$ cat src/rtl/frame_capture_sched.sv
// Camera-to-SDRAM capture sequencer: warm-up skip, per-frame write gating, geometry check,
// triple-buffered bank rotation and frame-aligned threshold updates. Define FRAME_STATS_EN for counters.
module frame_capture_sched #(
    parameter int SKIP_FRAMES = 10,
    parameter int H_ACTIVE    = 480,
    parameter int V_ACTIVE    = 272,
    parameter int TH_W        = 8
) (
    input  logic            clk,
    input  logic            rst_n,
    input  logic            cap_en,
    input  logic            i_vs,
    input  logic            i_de,
    input  logic [23:0]     i_data,
    input  logic [TH_W-1:0] cfg_th,
    input  logic            cfg_valid,
    output logic            cfg_ready,
    input  logic            rd_sof,
    output logic            o_wr_en,
    output logic [23:0]     o_wr_data,
    output logic [1:0]      o_wr_bank,
    output logic [1:0]      o_rd_bank,
    output logic [TH_W-1:0] o_th,
    output logic            o_frame_err,
    output logic [15:0]     o_frame_cnt,
    output logic [7:0]      o_err_cnt
);
    localparam int PIX_W  = $clog2(H_ACTIVE + 2);
    localparam int LINE_W = $clog2(V_ACTIVE + 2);
    localparam int SKIP_W = $clog2(SKIP_FRAMES + 2);
    localparam logic [PIX_W-1:0]  PIX_MAX   = PIX_W'(H_ACTIVE + 1);
    localparam logic [LINE_W-1:0] LINE_MAX  = LINE_W'(V_ACTIVE + 1);
    localparam logic [SKIP_W-1:0] SKIP_LAST = SKIP_W'((SKIP_FRAMES > 0) ? SKIP_FRAMES - 1 : 0);

    typedef enum logic [2:0] {IDLE, SKIP, WAIT_SOF, CAPTURE, COMMIT} state_t;

    state_t             state_q, state_d;
    logic [SKIP_W-1:0]  skip_cnt_q, skip_cnt_d;
    logic               vs_d_q, de_d_q;
    logic [PIX_W-1:0]   pix_cnt_q, pix_cnt_d;
    logic [LINE_W-1:0]  line_cnt_q, line_cnt_d;
    logic               bad_q, bad_d;
    logic               wr_en_q, wr_en_d;
    logic [23:0]        wr_data_q, wr_data_d;
    logic [1:0]         wr_bank_q, wr_bank_d;
    logic [1:0]         rd_bank_q, rd_bank_d;
    logic [1:0]         latest_q, latest_d;
    logic               latest_valid_q, latest_valid_d;
    logic [TH_W-1:0]    th_q, th_d;
    logic [TH_W-1:0]    pend_th_q, pend_th_d;
    logic               pend_valid_q, pend_valid_d;
    logic               frame_err_q, frame_err_d;

    logic sof, eof, de_rise, de_fall;
    logic is_commit, reject, good_commit, enter_cap, th_accept;

    assign sof     = vs_d_q & ~i_vs;
    assign eof     = ~vs_d_q & i_vs;
    assign de_rise = ~de_d_q & i_de;
    assign de_fall = de_d_q & ~i_de;

    always_comb begin
        state_d    = state_q;
        skip_cnt_d = '0;
        case (state_q)
            IDLE:     if (cap_en) state_d = (SKIP_FRAMES == 0) ? WAIT_SOF : SKIP;
            SKIP: begin
                skip_cnt_d = skip_cnt_q;
                if (sof) begin
                    skip_cnt_d = skip_cnt_q + SKIP_W'(1);
                    if (skip_cnt_q == SKIP_LAST) state_d = WAIT_SOF;
                end
            end
            WAIT_SOF: if (sof) state_d = CAPTURE;
            CAPTURE:  if (eof) state_d = COMMIT;
            COMMIT:   state_d = WAIT_SOF;
            default:  state_d = IDLE;
        endcase
        // Dropping enable abandons whatever frame is in flight.
        if (!cap_en) state_d = IDLE;
    end

    always_comb begin
        pix_cnt_d  = '0;
        line_cnt_d = '0;
        bad_d      = 1'b0;
        if (state_q == CAPTURE) begin
            pix_cnt_d  = pix_cnt_q;
            line_cnt_d = line_cnt_q;
            bad_d      = bad_q;
            if (i_de) begin
                if (de_rise)                  pix_cnt_d = PIX_W'(1);
                else if (pix_cnt_q != PIX_MAX) pix_cnt_d = pix_cnt_q + PIX_W'(1);
            end
            if (de_rise && line_cnt_q != LINE_MAX) line_cnt_d = line_cnt_q + LINE_W'(1);
            if (de_fall && pix_cnt_q != PIX_W'(H_ACTIVE)) bad_d = 1'b1;
        end
    end

    assign is_commit   = (state_q == COMMIT) && cap_en;
    assign reject      = is_commit && (bad_q || line_cnt_q != LINE_W'(V_ACTIVE));
    assign good_commit = is_commit && !reject;
    assign enter_cap   = (state_q == WAIT_SOF) && (state_d == CAPTURE);
    assign th_accept   = cfg_valid && !pend_valid_q;

    always_comb begin
        wr_en_d        = i_de && (state_d == CAPTURE);
        wr_data_d      = i_data;
        frame_err_d    = reject;
        latest_d       = good_commit ? wr_bank_q : latest_q;
        latest_valid_d = latest_valid_q | good_commit;
        rd_bank_d      = (rd_sof && latest_valid_d) ? latest_d : rd_bank_q;
        wr_bank_d      = wr_bank_q;
        // Next writer bank avoids both the bank being read and the newest complete frame.
        if (good_commit) begin
            if (rd_bank_d != 2'd0 && latest_d != 2'd0)      wr_bank_d = 2'd0;
            else if (rd_bank_d != 2'd1 && latest_d != 2'd1) wr_bank_d = 2'd1;
            else                                             wr_bank_d = 2'd2;
        end
    end

    always_comb begin
        th_d         = th_q;
        pend_th_d    = pend_th_q;
        pend_valid_d = pend_valid_q;
        if (enter_cap && pend_valid_q) begin
            th_d         = pend_th_q;
            pend_valid_d = 1'b0;
        end
        if (th_accept) begin
            pend_th_d    = cfg_th;
            pend_valid_d = 1'b1;
        end
    end

    always_ff @(posedge clk or negedge rst_n) begin
        if (!rst_n) begin
            state_q        <= IDLE;
            skip_cnt_q     <= '0;
            vs_d_q         <= 1'b0;
            de_d_q         <= 1'b0;
            pix_cnt_q      <= '0;
            line_cnt_q     <= '0;
            bad_q          <= 1'b0;
            wr_en_q        <= 1'b0;
            wr_data_q      <= '0;
            wr_bank_q      <= 2'd0;
            rd_bank_q      <= 2'd2;
            latest_q       <= 2'd1;
            latest_valid_q <= 1'b0;
            th_q           <= '0;
            pend_valid_q   <= 1'b0;
            frame_err_q    <= 1'b0;
        end else begin
            state_q        <= state_d;
            skip_cnt_q     <= skip_cnt_d;
            vs_d_q         <= i_vs;
            de_d_q         <= i_de;
            pix_cnt_q      <= pix_cnt_d;
            line_cnt_q     <= line_cnt_d;
            bad_q          <= bad_d;
            wr_en_q        <= wr_en_d;
            wr_data_q      <= wr_data_d;
            wr_bank_q      <= wr_bank_d;
            rd_bank_q      <= rd_bank_d;
            latest_q       <= latest_d;
            latest_valid_q <= latest_valid_d;
            th_q           <= th_d;
            pend_valid_q   <= pend_valid_d;
            frame_err_q    <= frame_err_d;
        end
    end

    // Pending value is qualified by pend_valid_q, so it needs no reset.
    always_ff @(posedge clk) begin
        pend_th_q <= pend_th_d;
    end

    assign cfg_ready   = ~pend_valid_q;
    assign o_wr_en     = wr_en_q;
    assign o_wr_data   = wr_data_q;
    assign o_wr_bank   = wr_bank_q;
    assign o_rd_bank   = rd_bank_q;
    assign o_th        = th_q;
    assign o_frame_err = frame_err_q;

`ifdef FRAME_STATS_EN
    logic [15:0] frame_cnt_q, frame_cnt_d;
    logic [7:0]  err_cnt_q, err_cnt_d;

    function automatic logic [7:0] sat_inc8(input logic [7:0] v);
        return (v == 8'hFF) ? v : v + 8'd1;
    endfunction

    always_comb begin
        frame_cnt_d = good_commit ? frame_cnt_q + 16'd1 : frame_cnt_q;
        err_cnt_d   = reject ? sat_inc8(err_cnt_q) : err_cnt_q;
    end

    always_ff @(posedge clk or negedge rst_n) begin
        if (!rst_n) begin
            frame_cnt_q <= '0;
            err_cnt_q   <= '0;
        end else begin
            frame_cnt_q <= frame_cnt_d;
            err_cnt_q   <= err_cnt_d;
        end
    end

    assign o_frame_cnt = frame_cnt_q;
    assign o_err_cnt   = err_cnt_q;
`else
    assign o_frame_cnt = '0;
    assign o_err_cnt   = '0;
`endif
endmodule

$ cat config.mk
export PLATFORM = sky130hd
export DESIGN_NAME = frame_capture_sched
export DESIGN_NICKNAME = d
export VERILOG_FILES = /design/src/rtl/frame_capture_sched.sv
export SDC_FILE = /design/constraint.sdc
export NUM_CORES = 1
export LEC_CHECK = 0
export ABC_CLOCK_PERIOD_IN_PS = 2750
export CELL_PAD_IN_SITES_DETAIL_PLACEMENT = 1
export CELL_PAD_IN_SITES_GLOBAL_PLACEMENT = 1
export CORE_MARGIN = 2
export CORE_UTILIZATION = 37
export CTS_BUF_LIST = sky130_fd_sc_hd__clkbuf_8
export DETAILED_ROUTE_END_ITERATION = 8
export GPL_ROUTABILITY_DRIVEN = 0
export PLACE_DENSITY_LB_ADDON = 0.1
export SYNTH_ARGS = -nofsm -noshare
export SYNTH_HDL_FRONTEND = slang
export SYNTH_SLANG_ARGS = --single-unit
$ cat constraint.sdc
create_clock -name clk -period 2.75 [get_ports clk]
set_clock_uncertainty 0.15 [all_clocks]
set_input_delay 0.4125 -clock clk [delete_from_list [all_inputs] [get_ports clk]]
set_output_delay 0.4125 -clock clk [all_outputs]
set_load 0.01 [all_outputs]
==> results of run 1 <==
kinds of logic after synthesis:
family | count (synthesis)
AND/OR/NAND/NOR | 87
flip-flops | 78
buffers and inverters | 45
AO/OA/AOI/OAI | 39
XOR/XNOR | 11
multiplexers | 11
adder cells (fa/ha/maj) | 8
other | 1
worst register-to-register path: cells and delay by family (launching register included):
kind	cells	cell delay (ns)
DFF	1	0.45
and+or+nand+nor	3	1.25
AOI/OAI and AO/OA	1	0.21
muxes	1	0.35
stage by stage:
| step | hold slack [ns] | setup WS [ns] | cells |
|---|---|---|---|
| 3_5_place_dp | 0.284 | 0.196 | 465 |
| 6_report | 0.332 | 0.232 | 482 |
| 2_1_floorplan | -0.0331 | 0.321 | 303 |
| 3_3_place_gp | 0.284 | 0.215 | 465 |
| 5_1_grt | 0.305 | 0.103 | 482 |
| 4_1_cts | 0.312 | 0.218 | 482 |
flip-flops by register name, indices dropped and copies added, names as in the netlist:
name and cells:
o_th 8, vs_d_q 1, latest_valid_q 1, o_wr_bank 2, line_cnt_q 9, skip_cnt_q 4, de_d_q 1, pend_th_q 8
o_wr_data 24, o_rd_bank 2, pend_valid_q 1, o_frame_err 1, o_wr_en 1, latest_q 2, pix_cnt_q 9, bad_q 1
state_q 3
layout make-up:
| cell class | count | area (µm²) |
|---|---|---|
| fill | 927 | 4300 |
| sequential | 78 | 1990 |
| multi-input combinational | 180 | 1160 |
| timing repair buffer | 88 | 863 |
| tap | 108 | 135 |
| clock buffer | 9 | 124 |
| clock inverter | 7 | 97.6 |
| inverter | 12 | 45.0 |
how the worst max path moves through the flow:
stage / end / depth (start not counted) / slack, ns
3_3_place_gp: o_th[4]$_DFFE_PN0P_ / 6 / 0.22
2_1_floorplan: o_th[0]$_DFFE_PN0P_ / 7 / 0.32
5_1_grt: o_th[4]$_DFFE_PN0P_ / 5 / 0.10
6_report: o_th[4]$_DFFE_PN0P_ / 5 / 0.23
3_5_place_dp: o_th[4]$_DFFE_PN0P_ / 6 / 0.20
4_1_cts: o_th[4]$_DFFE_PN0P_ / 5 / 0.22
timing repair:
action,CTS,global route
hold buffers,1,0
setup buffers,0,0
endpoints found under the setup margin,0,0
gates resized for setup,0,0
hold endpoints to repair,19,0
power groups by stage:
stage                     Clock [mW]  Combinational, mW  Sequential [mW]
after floorplan                    0             0.0696             1.23
after global placement             0              0.186             1.22
after detailed placement           0              0.188             1.22
after CTS                      0.995              0.190             1.20
after global routing            1.04              0.208             1.20
final                          0.945              0.186             1.20
cell usage in the layout, fill, tap and decap left out, drive strengths merged, types with 3 or more instances in the layout:
master,count
nor3,3
inv,15
nor2,24
and3,3
edfxtp,8
conb,24
ha,8
nand3,12
o21ai,9
or3,4
mux2,10
nor2b,4
clkdlybuf4s50,76
a21oi,15
nand4,4
nand2,18
clkbuf,9
xor2,8
o2111ai,3
xnor2,3
dfrtp,68
buf,11
metal layers:
metal  wire, µm  GRT usage (%)  part of all wire, %  vias up
met4         70           4.74                  1.0        0
li1           -              -                    -     1092
met3        765           9.29                   11        6
met1       2980           18.8                   44     1097
met2       3020           22.5                   44       78
met5          0              0                    0        -
==> flow_metrics.tcl, run 1 <==
set metrics [dict create \
    avgViaCountPerCell 4.72 \
    synth_common_cells "dfrtp_1, buf_4, nor2_1" \
    seq_area_frac_synth_pct 59.7 \
    synth-compound-area-share_pct 7.45 \
    netlist_instances 280 \
    path_cells "or3b_1 -> or4b_4 -> a21oi_4 -> nand3_4 -> mux2_4" \
    power_frac_seq_pct 51.4 \
    synth.area.mux_share_pct 4.57 \
    die_area_mm2 0.00981 \
    p_comb_share_pct 8.0 \
    rsz0062_at_grt "no" \
    post-dp-hpwl_um 5100 \
    ys_top_cells_by_area "dfrtp_1, edfxtp_1, buf_4, mux2_4, ha_1" \
    grt.total_usage_pct 15.3 \
    fmax_ghz 0.397 \
    timing.final.crit_period_ns 2.52 \
    grt_overflow_total 0 \
    synthAdderAreaFrac_pct 3.00 \
    crit_type "flip-flop to flip-flop" \
    start_util_pct 38.3 \
    power.leakage_nw 1.93 \
    final_cell_area_mm2 0.00442 \
    synthArstFlopShare_pct 89.7 \
    power_density_mw_per_mm2 527 \
    utilization_pct 50.7 \
    synth_edf_count 8 \
    ys.warnings.count 0 \
    core_mm2 0.00872 \
    drc 0 \
    vias 2273 \
    synthXorXnorAreaFrac_pct 2.88 \
    worstHoldStart "pend_th_q[1]$_DFFE_PP_" \
    reg2reg_depth 5 \
    grt_start_max_net_pins 35 \
    post_drt_wl_per_cell_um 14.2 \
    slew_headroom_pct 63.6 \
    yosysUniqueCellTypes 46 \
    numCtsBuffers 9 \
    synth_seq_cells 78 \
    finalSetupViolations 0 \
    power_mw 2.33 \
    critPathRequiredTime_ns 2.84 \
    setup.worst_path.start "state_q[2]$_DFF_PN0_" \
    drt-pass1-iter-count 4 \
    grt_pass1_vias 2414 \
    diodes 0 \
    post_synth_and_or_nand_nor_area_fraction_pct 14.2 \
    r2r_end "o_th[4]$_DFFE_PN0P_" \
    cts_tree "done" \
    cp_slowest_cell "or4b_4" \
    cp-end-kind "flip-flop" \
    worst_pin_slew_ns 0.542 \
    place_area_mm2 0.00419 \
    grt_pass1_wl_um 11800 \
    yosysMostFrequentCell "dfrtp_1" \
    hold_path.class "flip-flop to flip-flop" \
    max_stage_delay_ns 0.57 \
    numPortBuffers 77 \
    setup_tns_ns 0 \
    synth_area_mm2 0.00334 \
    syn_to_final_growth_pct 32.3 \
    p_int_mw 1.80 \
    root_buffer "clkbuf_8" \
    clock_path_buffers 2 \
    hold_path_depth 1 \
    regToRegSetupSlack_ns 0.23 \
    die_width_um 99.0 \
    drt_iter0_drc 54 \
    cts_sinks 78 \
    path_delay_family "simple AND/OR/NAND/NOR gates" \
    die_h_um 99.0 \
    drv_cap 0 \
    avgSynthCellArea_um2 11.9 \
    rows 34 \
    holdPathEnd "o_th[1]$_DFFE_PN0P_" \
    status "finished clean" \
    drive_above_1_share_pct 11.0 \
    switching_share_pct 22.6 \
    path_clk_slew_ns 0.08 \
    fin_nets 416 \
    crit_fanout 9 \
    ioPinCount 102 \
    start_kind "flip-flop" \
    max-vdd-ir-drop_uv 326 \
    drt-total-wl_um 6840 \
    cts_max_level 3 \
    post-route-period-util_pct 91.6 \
    antenna_found_initial 0 \
    hold_violations 0 \
    yosysTopAreaCellShare_pct 50.9 \
    ant_nets 0 \
    r2r_start "state_q[2]$_DFF_PN0_" \
    ys.flop_type "dfrtp_1" \
    clk_latency_ns 0.35 \
    path_buf_inv 0 \
    synth_top_family_by_area "simple AND/OR/NAND/NOR gates" \
    crit_arrival_ns 2.60 \
    switching_power_uw 527 \
    finalMaxSlewViolations 0 \
    synth.largest_area_cell "dfrtp_1" \
    clock_power_share_pct 40.5 \
]
(Power assumes the default switching activity.)
==> run 2: changes to the inputs <==
Settings changed: CORE_ASPECT_RATIO set to 1.4.
==> run 2 against run 1 <==
  * Routed wire length decreased by 2.5%
  * Via count is 1.0% higher
  * First-iteration DRC count is 19% lower
  * Cell count decreased by 0.41%
  * Non-clock buffer count down 1
  * Hold slack lost 0.0044 ns
  * Die area rose by 0.10%
  * Sequential share of layout area grew 0.090 points
  * Worst setup slack improved by 0.059 ns
  * Largest cell class unchanged
==> flow_metrics.tcl, run 2 (same netlist as run 1, synthesis figures left out) <==
set metrics [dict create \
    status "finished clean" \
    vias 2296 \
    critPathRequiredTime_ns 2.84 \
    mostFrequentLayoutCells "clkdlybuf4s50_1, dfrtp_1, nor2_1, conb_1, nand2_1" \
    rows 41 \
    nFillCells 971 \
    worstHoldStart "latest_valid_q$_DFF_PN0_" \
    numCtsBuffers 9 \
    max-vdd-ir-drop_uv 394 \
    setup_ws_ns 0.292 \
    clk_latency_ns 0.35 \
    stdcell_count 480 \
    cts_max_level 3 \
    power_density_mw_per_mm2 526 \
    root_buffer "clkbuf_8" \
    switching_share_pct 22.5 \
    ant_nets 0 \
    clock_power_share_pct 40.5 \
    die_width_um 84.3 \
    crit_type "flip-flop to flip-flop" \
    start_kind "flip-flop" \
    regToRegSetupSlack_ns 0.29 \
    post_drt_wl_per_cell_um 13.9 \
    antenna_found_initial 0 \
    drive_above_1_share_pct 10.7 \
    fmax_ghz 0.407 \
    fin_nets 415 \
    post-dp-hpwl_um 4830 \
    diodes 0 \
    timing.final.crit_period_ns 2.46 \
    start_util_pct 37.7 \
    multiInputGateArea_mm2 0.00116 \
    drt-pass1-iter-count 4 \
    seq_area_mm2 0.00199 \
    drt_iter0_drc 44 \
    cp-end-kind "flip-flop" \
    hold_path.class "flip-flop to flip-flop" \
    grt_pass1_vias 2359 \
    crit_arrival_ns 2.55 \
    finalSetupViolations 0 \
    place_ws_ns 0.229 \
    power_frac_seq_pct 51.7 \
    crit_fanout 10 \
    hold_slack_ns 0.327 \
    power.leakage_nw 1.92 \
    path_clk_slew_ns 0.09 \
    hold_violations 0 \
    largest_reg_flops 24 \
    numPortBuffers 77 \
    grt_pass1_wl_um 11400 \
    core_mm2 0.00887 \
    slew_headroom_pct 57.5 \
    dpl.cell_count 463 \
    grt_overflow_total 0 \
    reg2reg_depth 5 \
    drt-total-wl_um 6670 \
    final_common_cell "clkdlybuf4s50_1" \
    cts_tree "done" \
    final_cell_area_mm2 0.00441 \
    power_mw 2.32 \
    finalMaxSlewViolations 0 \
    utilization_pct 49.7 \
    setup.worst_path.start "state_q[1]$_DFF_PN0_" \
    worst_pin_slew_ns 0.636 \
    cts_resized 0 \
    place_area_mm2 0.00418 \
    drc 0 \
    drv_cap 0 \
    avgViaCountPerCell 4.78 \
    grt_start_max_net_pins 71 \
    r2r_end "o_th[0]$_DFFE_PN0P_" \
    syn_to_final_growth_pct 32.0 \
    clock_path_buffers 2 \
    p_comb_share_pct 7.8 \
    post-route-period-util_pct 89.4 \
    die_h_um 116 \
    p_int_mw 1.80 \
    setup_tns_ns 0 \
    rsz0062_at_grt "no" \
    switching_power_uw 522 \
    holdPathEnd "latest_valid_q$_DFF_PN0_" \
    hold_path_depth 2 \
    ioPinCount 102 \
    r2r_start "state_q[1]$_DFF_PN0_" \
    grt.total_usage_pct 14.9 \
    die_area_mm2 0.00982 \
    cts_sinks 78 \
]
==> run 2: final cells by class <==
class	instances	area share, %
Sequential cell	78	45.2
Clock buffer	9	2.81
Clock inverter	7	2.21
Multi-Input combinational cell	180	26.3
Inverter	12	1.02
Tap cell	107	3.03
Timing Repair Buffer	87	19.4
==> run 2: worst max-delay path by stage <==
stage / to
CTS: o_th[0]$_DFFE_PN0P_
global route: o_th[2]$_DFFE_PN0P_
finish: o_th[0]$_DFFE_PN0P_
global placement: o_th[3]$_DFFE_PN0P_
floorplan: o_th[0]$_DFFE_PN0P_
detailed placement: o_th[2]$_DFFE_PN0P_
==> run 2: timing repair <==
action / in CTS / in global routing
endpoints found under the setup margin: 0 / 0
hold buffers: 1 / 0
hold endpoints to repair: 68 / 0
setup buffers: 0 / 0
==> run 2: per-layer routing <==
metal,wire length [µm],global-route usage [%]
met5,0,0
met4,145,7.42
met3,348,3.89
met2,3510,25.5
met1,2670,17.3
==> run 2: worst max-delay path, stage by stage (launching register included) <==
cell and delay, ns:
dfrtp_1 0.48, or3b_1 0.41, or4b_4 0.54, a21oi_4 0.21, nand3_4 0.20, mux2_4 0.35
==> run 2: power groups by stage <==
stage	combinational [mW]	clock (mW)	sequential [mW]
2_1_floorplan	0.0696	0	1.23
3_3_place_gp	0.181	0	1.22
3_5_place_dp	0.184	0	1.22
4_1_cts	0.186	0.985	1.20
5_1_grt	0.202	1.02	1.20
6_report	0.182	0.941	1.20
==> run 3: changes to the inputs <==
Settings changed: SLEW_MARGIN set to 15.
==> results of run 3 <==
No change in the layout: final DEF, timing and power equal those of run 2.
